==> src/rtl/multicycle_ctrl.sv <==
// Multi-cycle MIPS control FSM: 3 cycles for branch/jump/illegal, 4 for R/I/sw, 5 for lw.
// Memory accesses in FETCH, MEM_RD and MEM_WR hold their state until mem_ready.
module multicycle_ctrl #(
   parameter logic [5:0] JR_FUNCT = 6'd8
) (
   input  logic       clock,
   input  logic       reset_n,
   input  logic [5:0] opcode,
   input  logic [5:0] funct,
   input  logic       mem_ready,
   output logic       mem_read,
   output logic       mem_write,
   output logic       iord,
   output logic       ir_write,
   output logic       pc_write,
   output logic       pc_write_cond,
   output logic       pc_write_ne,
   output logic [1:0] pc_source,
   output logic       alu_src_a,
   output logic [2:0] alu_src_b,
   output logic [2:0] alu_op,
   output logic [1:0] reg_dst,
   output logic       mem_to_reg,
   output logic       reg_write,
   output logic       jal,
   output logic       illegal_op,
   output logic       retire,
   output logic [3:0] state
);

   typedef enum logic [3:0] {
      S_FETCH    = 4'd0,
      S_DECODE   = 4'd1,
      S_MEM_ADDR = 4'd2,
      S_MEM_RD   = 4'd3,
      S_WB_MEM   = 4'd4,
      S_MEM_WR   = 4'd5,
      S_EXEC_R   = 4'd6,
      S_WB_R     = 4'd7,
      S_EXEC_I   = 4'd8,
      S_WB_I     = 4'd9,
      S_BRANCH   = 4'd10,
      S_JUMP     = 4'd11,
      S_JAL      = 4'd12,
      S_JR       = 4'd13,
      S_ILLEGAL  = 4'd14
   } state_e;

   state_e state_q, state_d;

   always_ff @(posedge clock) begin
      if (!reset_n) state_q <= S_FETCH;
      else          state_q <= state_d;
   end

   always_comb begin
      state_d = S_FETCH;
      case (state_q)
         S_FETCH:    state_d = mem_ready ? S_DECODE : S_FETCH;
         S_DECODE: begin
            case (opcode)
               6'd0:                     state_d = (funct == JR_FUNCT) ? S_JR : S_EXEC_R;
               6'd4, 6'd5:               state_d = S_BRANCH;
               6'd2:                     state_d = S_JUMP;
               6'd3:                     state_d = S_JAL;
               6'd35, 6'd43:             state_d = S_MEM_ADDR;
               6'd8, 6'd10, 6'd11, 6'd12,
               6'd13, 6'd14, 6'd15:      state_d = S_EXEC_I;
               default:                  state_d = S_ILLEGAL;
            endcase
         end
         S_MEM_ADDR: state_d = (opcode == 6'd43) ? S_MEM_WR : S_MEM_RD;
         S_MEM_RD:   state_d = mem_ready ? S_WB_MEM : S_MEM_RD;
         S_MEM_WR:   state_d = mem_ready ? S_FETCH : S_MEM_WR;
         S_EXEC_R:   state_d = S_WB_R;
         S_EXEC_I:   state_d = S_WB_I;
         default:    state_d = S_FETCH;
      endcase
   end

   // Every output, including the debug state, is held at zero while reset_n is low.
   always_comb begin
      mem_read      = 1'b0;
      mem_write     = 1'b0;
      iord          = 1'b0;
      ir_write      = 1'b0;
      pc_write      = 1'b0;
      pc_write_cond = 1'b0;
      pc_write_ne   = 1'b0;
      pc_source     = 2'b00;
      alu_src_a     = 1'b0;
      alu_src_b     = 3'b000;
      alu_op        = 3'b000;
      reg_dst       = 2'b00;
      mem_to_reg    = 1'b0;
      reg_write     = 1'b0;
      jal           = 1'b0;
      illegal_op    = 1'b0;
      retire        = 1'b0;
      state         = reset_n ? state_q : 4'd0;
      if (reset_n) begin
         case (state_q)
            S_FETCH: begin
               mem_read  = 1'b1;
               alu_src_b = 3'b001;
               ir_write  = mem_ready;
               pc_write  = mem_ready;
            end
            S_DECODE:   alu_src_b = 3'b101;
            S_MEM_ADDR: begin
               alu_src_a = 1'b1;
               alu_src_b = 3'b010;
            end
            S_MEM_RD: begin
               iord     = 1'b1;
               mem_read = 1'b1;
            end
            S_WB_MEM: begin
               mem_to_reg = 1'b1;
               reg_write  = 1'b1;
               retire     = 1'b1;
            end
            S_MEM_WR: begin
               iord      = 1'b1;
               mem_write = 1'b1;
               retire    = mem_ready;
            end
            S_EXEC_R: begin
               alu_src_a = 1'b1;
               alu_op    = 3'b110;
            end
            S_WB_R: begin
               reg_dst   = 2'b01;
               reg_write = 1'b1;
               retire    = 1'b1;
            end
            S_EXEC_I: begin
               alu_src_a = 1'b1;
               case (opcode)
                  6'd8:         alu_src_b = 3'b010;
                  6'd10, 6'd11: begin alu_src_b = 3'b010; alu_op = 3'b101; end
                  6'd12:        begin alu_src_b = 3'b011; alu_op = 3'b010; end
                  6'd13:        begin alu_src_b = 3'b011; alu_op = 3'b011; end
                  6'd14:        begin alu_src_b = 3'b011; alu_op = 3'b100; end
                  6'd15:        alu_src_b = 3'b100;
                  default:      alu_src_b = 3'b000;
               endcase
            end
            S_WB_I: begin
               reg_write = 1'b1;
               retire    = 1'b1;
            end
            S_BRANCH: begin
               alu_src_a     = 1'b1;
               alu_op        = 3'b001;
               pc_source     = 2'b01;
               pc_write_cond = (opcode == 6'd4);
               pc_write_ne   = (opcode == 6'd5);
               retire        = 1'b1;
            end
            S_JUMP: begin
               pc_write  = 1'b1;
               pc_source = 2'b10;
               retire    = 1'b1;
            end
            S_JAL: begin
               pc_write  = 1'b1;
               pc_source = 2'b10;
               reg_dst   = 2'b10;
               reg_write = 1'b1;
               jal       = 1'b1;
               retire    = 1'b1;
            end
            S_JR: begin
               pc_write  = 1'b1;
               pc_source = 2'b11;
               retire    = 1'b1;
            end
            S_ILLEGAL: begin
               illegal_op = 1'b1;
               retire     = 1'b1;
            end
            default: ;
         endcase
      end
   end

endmodule

==> config.mk <==
export PLATFORM = sky130hd
export DESIGN_NAME = multicycle_ctrl
export DESIGN_NICKNAME = d
export VERILOG_FILES = /design/src/rtl/multicycle_ctrl.sv
export SDC_FILE = /design/constraint.sdc
export NUM_CORES = 1
export LEC_CHECK = 0
export CAP_MARGIN = 10
export CELL_PAD_IN_SITES_DETAIL_PLACEMENT = 1
export CELL_PAD_IN_SITES_GLOBAL_PLACEMENT = 1
export CORE_ASPECT_RATIO = 1.2
export CORE_MARGIN = 1
export CORE_UTILIZATION = 24
export DETAILED_ROUTE_END_ITERATION = 12
export GPL_TIMING_DRIVEN = 0
export PLACE_DENSITY_LB_ADDON = 0.1
export SLEW_MARGIN = 25
export SYNTH_ARGS = -nofsm -noshare
export SYNTH_HDL_FRONTEND = slang
export SYNTH_SLANG_ARGS = --single-unit
==> constraint.sdc <==
create_clock -name clock -period 1.5 [get_ports clock]
set_clock_uncertainty 0.05 [all_clocks]
set_input_delay 0.3 -clock clock [delete_from_list [all_inputs] [get_ports clock]]
set_output_delay 0.3 -clock clock [all_outputs]
set_load 0.02 [all_outputs]
==> results_dict.tcl, run 1 <==
set metrics [dict create \
    via_per_inst 5.498 \
    chipHeight_um 68.41 \
    timing.fmax_mhz 487.4 \
    fin_nets 235 \
    yosysMostFrequentCell "nor2_1" \
    netlist_top_cells_count "18 x nor2_1, 13 x nand2_1, 13 x nor3_1" \
    critPathLaunchType "flip-flop" \
    critical-path-top-delay-family "simple AND/OR/NAND/NOR gates" \
    clock_latency_ns 0.22 \
    htreeDepth 1 \
    synthCells 136 \
    violations "design-rule violations, negative setup slack" \
    grt_first_pass_wirelength_um 6948 \
    p_leak_nw 0.8674 \
    die_w_um 57.34 \
    clock_sinks 4 \
    synth_top_area_frac 0.09078 \
    ir_drop_v 0.0007928 \
    antenna_found_initial 0 \
    path_cells "buf_8 -> buf_4 -> nor3b_1 -> a21oi_1 -> nor2_2 -> buf_6" \
    power_w 0.003219 \
    path_max_fanout 7 \
    worst_slew_pin_slew_ns 0.5174 \
    fin_setup_tns_ns -8.576 \
    relSlewSlack 0.6543 \
    critical_path_class "reg2out" \
    avgRoutedWirePerCell_um 19.62 \
    yosysWarnings 0 \
    ys_ff_latch 4 \
    syn-num-nets 151 \
    placed_cells 211 \
    pwr_density_cell_nw_per_um2 1500 \
    slowest_stage "nor3b_1" \
    drv_slew 0 \
    crit_buf_inv 3 \
    drtAntennaViolNets 0 \
    drive_gt1_frac 0.6927 \
    ys_async_sr_fraction 0 \
    drt_first_iter_violations 42 \
    fin_crit_ns 2.052 \
    crit_path_end_kind "primary output" \
    place.gp.congestion 0.8241 \
    syn_area_sq_um 882.1 \
    vias 1402 \
    final_area_sq_um 2146 \
    overflow 0 \
    min_period_over_period 1.368 \
    drt_wl_total_um 5004 \
    setup-violations-final 30 \
    pin_count 42 \
    netlist_top_cells_area "dfxtp_1 9.1%, nor2_1 7.7%, nor3_1 7.4%, nand2_1 5.5%, a21oi_1 5.1%" \
    largest_reg_flops 4 \
    syn_to_final_growth_pct 143.3 \
    synth_cell_types 50 \
    antenna_cells 0 \
    drc 5 \
    hpwlAfterDp_um 2607 \
    cp.required_ns 1.15 \
    critical_path.max_stage_delay_ns 0.45 \
    synth_edf_count 0 \
    portBuffers 38 \
    synth_top_area_cell "dfxtp_1" \
    track_usage 0.2280 \
    dpl_cell_area_sq_um 1461 \
    start_util 0.2576 \
    status "finished with violations" \
    syn_avg_cell_area_sq_um 6.486 \
    core_region_area_sq_um 3425 \
    synth_ff_type "dfxtp_1" \
    clk_pin_slew_ns 0.04 \
    finalNonFillerCells 255 \
    fin_ws_ns -0.5517 \
    cap_violations 0 \
    grt_pass1_vias 1422 \
    cts_tree "yes" \
    cts_buffers 3 \
    largest_registers "state_q: 4 flops" \
    ys_seq_area_frac 0.09078 \
    rsz0062_at_grt "yes" \
    hold_class "in2reg" \
    cts-root-buf "clkbuf_8" \
    cts-hold-fix-buffers 0 \
    clk_path_buf_depth 2 \
    rows 23 \
    pre_cts_ws_ns -1.642 \
    dr.pass1.iters 8 \
    dieArea_sq_um 3923 \
    hold_violations 0 \
    largest-register "state_q" \
    arrival_ns 1.70 \
    grt_max_degree 11 \
]
placed cells by master (no fill, tap or decap), types with 2 or more instances in the layout:
cell | Yosys | final
nand2b_4 | 1 | 2
nand4_1 | 3 | 3
nand2_1 | 13 | 7
a21oi_2 | 0 | 3
and2_4 | 0 | 2
nor2b_4 | 0 | 3
nand2_2 | 0 | 5
nor3_1 | 13 | 6
nor2_1 | 18 | 5
nor3_2 | 0 | 3
o21ai_2 | 0 | 2
o21ai_1 | 2 | 2
clkbuf_2 | 1 | 2
clkbuf_8 | 0 | 5
buf_8 | 0 | 4
clkinv_4 | 0 | 2
nor2_4 | 0 | 9
buf_4 | 3 | 36
and3_4 | 0 | 2
o31ai_1 | 3 | 3
inv_1 | 3 | 2
inv_4 | 0 | 2
nor2_2 | 0 | 4
nand2b_1 | 3 | 2
clkdlybuf4s50_1 | 0 | 7
nor3_4 | 0 | 4
dfxtp_4 | 0 | 2
a31oi_4 | 0 | 2
buf_6 | 2 | 36
buf_2 | 6 | 2
o21ai_0 | 4 | 2
or3_4 | 0 | 2
dlygate4sd2_1 | 0 | 2
a21oi_1 | 9 | 5
power breakdown:
part	total [W]	internal, W	switching, W
registers	0.000240	0.000164	0.0000757
logic	0.00275	0.00136	0.00138
clock network	0.000233	0.000172	0.0000609
final cells by class:
cell class	count	area, sq um
repair inverters	1	6.256
inverters	5	31.28
flip-flops and latches	4	88.84
fillers	400	1279
repair buffers	80	747.0
well taps	37	46.29
plain buffers	13	138.9
multi-input cells	112	1046
clock buffers	3	41.29
worst register-to-register path, cell delays in order, from the launching register on:
cell	delay, ns
dfxtp_1	0.32
buf_6	0.14
buf_4	0.13
buf_8	0.13
buf_4	0.13
nand2_1	0.08
o311ai_1	0.13
a31oi_1	0.09
o31a_1	0.28
per-layer routing:
metal	track usage	wire [um]
met5	0	0
met4	0.08232	82
met3	0.02079	189
met2	0.4608	2688
met1	0.2430	2043
repair_timing:
| action | in CTS | in global routing |
|---|---|---|
| endpoints found under the setup margin | 31 | 31 |
| pin swaps | 17 | 19 |
| setup buffers | 23 | 18 |
| endpoints found under the hold margin | 0 | 0 |
| gates cloned | 2 | 0 |
| gates resized for setup | 215 | 42 |
per-stage QoR:
stage                     hold slack (ns)  utilization
after CTS                          0.4189       0.5499
after detailed placement           0.6521       0.4267
after floorplan                    0.4297            -
final                              0.4156       0.6266
after global placement             0.6524       0.4267
after global routing               0.4380       0.6266
path summary, 6_finish.rpt:
kind	start	endpoint	slack [ns]	depth (start not counted)
setup / recovery	state_q[2]	alu_op[1]	-0.55	6
hold / removal	opcode[5]	state_q[3]	0.42	3
setup reg to reg	state_q[0]	state_q[0]	-0.11	8
hold reg to reg	state_q[3]	state_q[2]	0.67	3
cell families after synthesis:
family	Yosys count	synth area share
simple gates	74	0.4667
compound gates	34	0.2724
buf+inv	20	0.1248
flops	4	0.09078
mux	2	0.02411
xor+xnor	1	0.009931
fa+ha+maj	1	0.01135
Power figures use the tool's default switching activity.
==> run 2, diff against run 1 <==
--- a/config.mk
+++ b/config.mk
@@ -12,7 +12,6 @@
 export CORE_MARGIN = 1
 export CORE_UTILIZATION = 24
 export DETAILED_ROUTE_END_ITERATION = 12
-export GPL_TIMING_DRIVEN = 0
 export PLACE_DENSITY_LB_ADDON = 0.1
 export SLEW_MARGIN = 25
 export SYNTH_ARGS = -nofsm -noshare
==> results_dict.tcl, run 2 (synthesized netlist as in run 1, its figures left out) <==
set metrics [dict create \
    status "finished with violations" \
    violations "design-rule violations, negative setup slack" \
    cap_violations 0 \
    hold_class "in2reg" \
    pwr_density_cell_nw_per_um2 1389 \
    largest_registers "state_q: 4 flops" \
    slowest_stage "or3_4" \
    crit_top_cell "buf_6" \
    critical_path.max_stage_delay_ns 0.38 \
    chipHeight_um 68.41 \
    crit_path_end_kind "primary output" \
    cp.required_ns 1.15 \
    drive_gt1_frac 0.6667 \
    cts_buffers 3 \
    drv_slew 0 \
    core_region_area_sq_um 3425 \
    setup-violations-final 30 \
    final.fill_count 385 \
    largest_reg_flops 4 \
    drc 5 \
    wl_met2_um 2858 \
    holdWs_ns 0.6705 \
    wl_met1_um 1901 \
    crit_start "state_q[1]" \
    mostFrequentLayoutCell "buf_4" \
    antenna_found_initial 0 \
    cp.depth 5 \
    dr.pass1.iters 9 \
    multi_input_area_sq_um 963.4 \
    fin_nets 257 \
    reg2reg_depth 8 \
    htreeDepth 1 \
    endpoint "alu_src_b[0]" \
    place.gp.congestion 0.8568 \
    ir_drop_v 0.0008171 \
    cts-root-buf "clkbuf_8" \
    largest-register "state_q" \
    fin_crit_ns 1.935 \
    crit_buf_inv 2 \
    rsz0062_at_grt "yes" \
    arrival_ns 1.58 \
    routed.top_layer "met4" \
    clk_pin_slew_ns 0.03 \
    relSlewSlack 0.6181 \
    grt_pass1_vias 1436 \
    pre_cts_ws_ns -1.021 \
    grt_first_pass_wirelength_um 6637 \
    track_usage 0.2136 \
    dieArea_sq_um 3923 \
    critical-path-top-delay-family "simple AND/OR/NAND/NOR gates" \
    path_max_fanout 4 \
    die_w_um 57.34 \
    cts_tree "yes" \
    dr_wl_met3_um 136 \
    regToRegSetupSlack_ns -0.24 \
    worst_slew_pin_slew_ns 0.5657 \
    hpwlAfterDp_um 3224 \
    most-common-layout-cells "61 x buf_4, 32 x buf_6, 12 x nand2_1" \
    p_leak_nw 0.9679 \
    start_util 0.2576 \
    clock_sinks 4 \
    drtAntennaViolNets 0 \
    drt_wl_total_um 5008 \
    avgRoutedWirePerCell_um 18.08 \
    min_period_over_period 1.290 \
    vias 1481 \
    r2r-start "state_q[0]" \
    pin_count 42 \
    drt_first_iter_violations 56 \
    clock_latency_ns 0.21 \
    clk_path_buf_depth 2 \
    path_cells "buf_6 -> maj3_2 -> or3_4 -> nor2_4 -> buf_6" \
    hold_violations 0 \
    syn_to_final_growth_pct 158.0 \
    portBuffers 41 \
    timing.fmax_mhz 516.9 \
    critPathLaunchType "flip-flop" \
    r2r-end "state_q[2]" \
    min_from "opcode[5]" \
    regArea_sq_um 90.09 \
    via_per_inst 5.347 \
    antenna_cells 0 \
    overflow 0 \
    rows 23 \
    fin_ws_ns -0.4346 \
    grt_max_degree 24 \
    critical_path_class "reg2out" \
]
run 2: cell count changes in the layout (fill, tap and decap cells not counted), sizes merged:
cell	delta
dlygate4sd2	+5
clkinv	-1
clkbuf	-2
buf	+20
run 2: stage by stage:
step / total power (W) / util / TNS [ns] / cell area, sq um / instances
after floorplan: 0.001307 / - / -1.246 / 1035 / 136
after global placement: 0.002018 / 0.5079 / -22.04 / 1739 / 246
after detailed placement: 0.002075 / 0.5079 / -22.95 / 1739 / 246
after CTS: 0.002480 / 0.5627 / -8.377 / 1927 / 259
after global routing: 0.003323 / 0.6646 / -9.713 / 2276 / 277
final: 0.003162 / 0.6646 / -8.188 / 2276 / 277
run 2: power by group:
| group | internal (W) | switching (W) |
|---|---|---|
| Clock | 0.000170 | 0.0000432 |
| Combinational | 0.00142 | 0.00130 |
| Sequential | 0.000167 | 0.0000683 |
run 2: worst min path at each step:
stage,endpoint,cells past startpoint
6_report,state_q[3],4
3_5_place_dp,state_q[3],3
2_1_floorplan,state_q[3],2
3_3_place_gp,state_q[3],3
5_1_grt,state_q[3],4
4_1_cts,state_q[3],4
run 2: worst reg2reg max path, cell delays in order (launching register included):
cell,delay [ns]
dfxtp_2,0.34
buf_4,0.14
nand2b_4,0.17
buf_4,0.16
buf_4,0.14
a311oi_4,0.28
buf_6,0.16
nand2_1,0.07
o22ai_2,0.15
run 2: area by class of cell:
type,count,area share
timing repair buffer,116,0.4882
multi-input combinational,112,0.4233
sequential,4,0.03958
tap,37,0.02034
clock buffer,3,0.01814
inverter,5,0.01045
run 2: what timing repair did:
item	in CTS	in global routing
cloned	0	3
hold buffers	0	0
setup buffers	10	15
gates resized for setup	169	53
setup endpoints to repair	31	31
hold endpoints to repair	0	0
pin swaps	12	9
run 2: per-layer routing:
| layer | track usage | vias up |
|---|---|---|
| met3 | 0.01134 | 12 |
| met1 | 0.2382 | 717 |
| met2 | 0.4331 | 46 |
| met4 | 0.05793 | 0 |
| met5 | 0 | - |
| li1 | - | 706 |
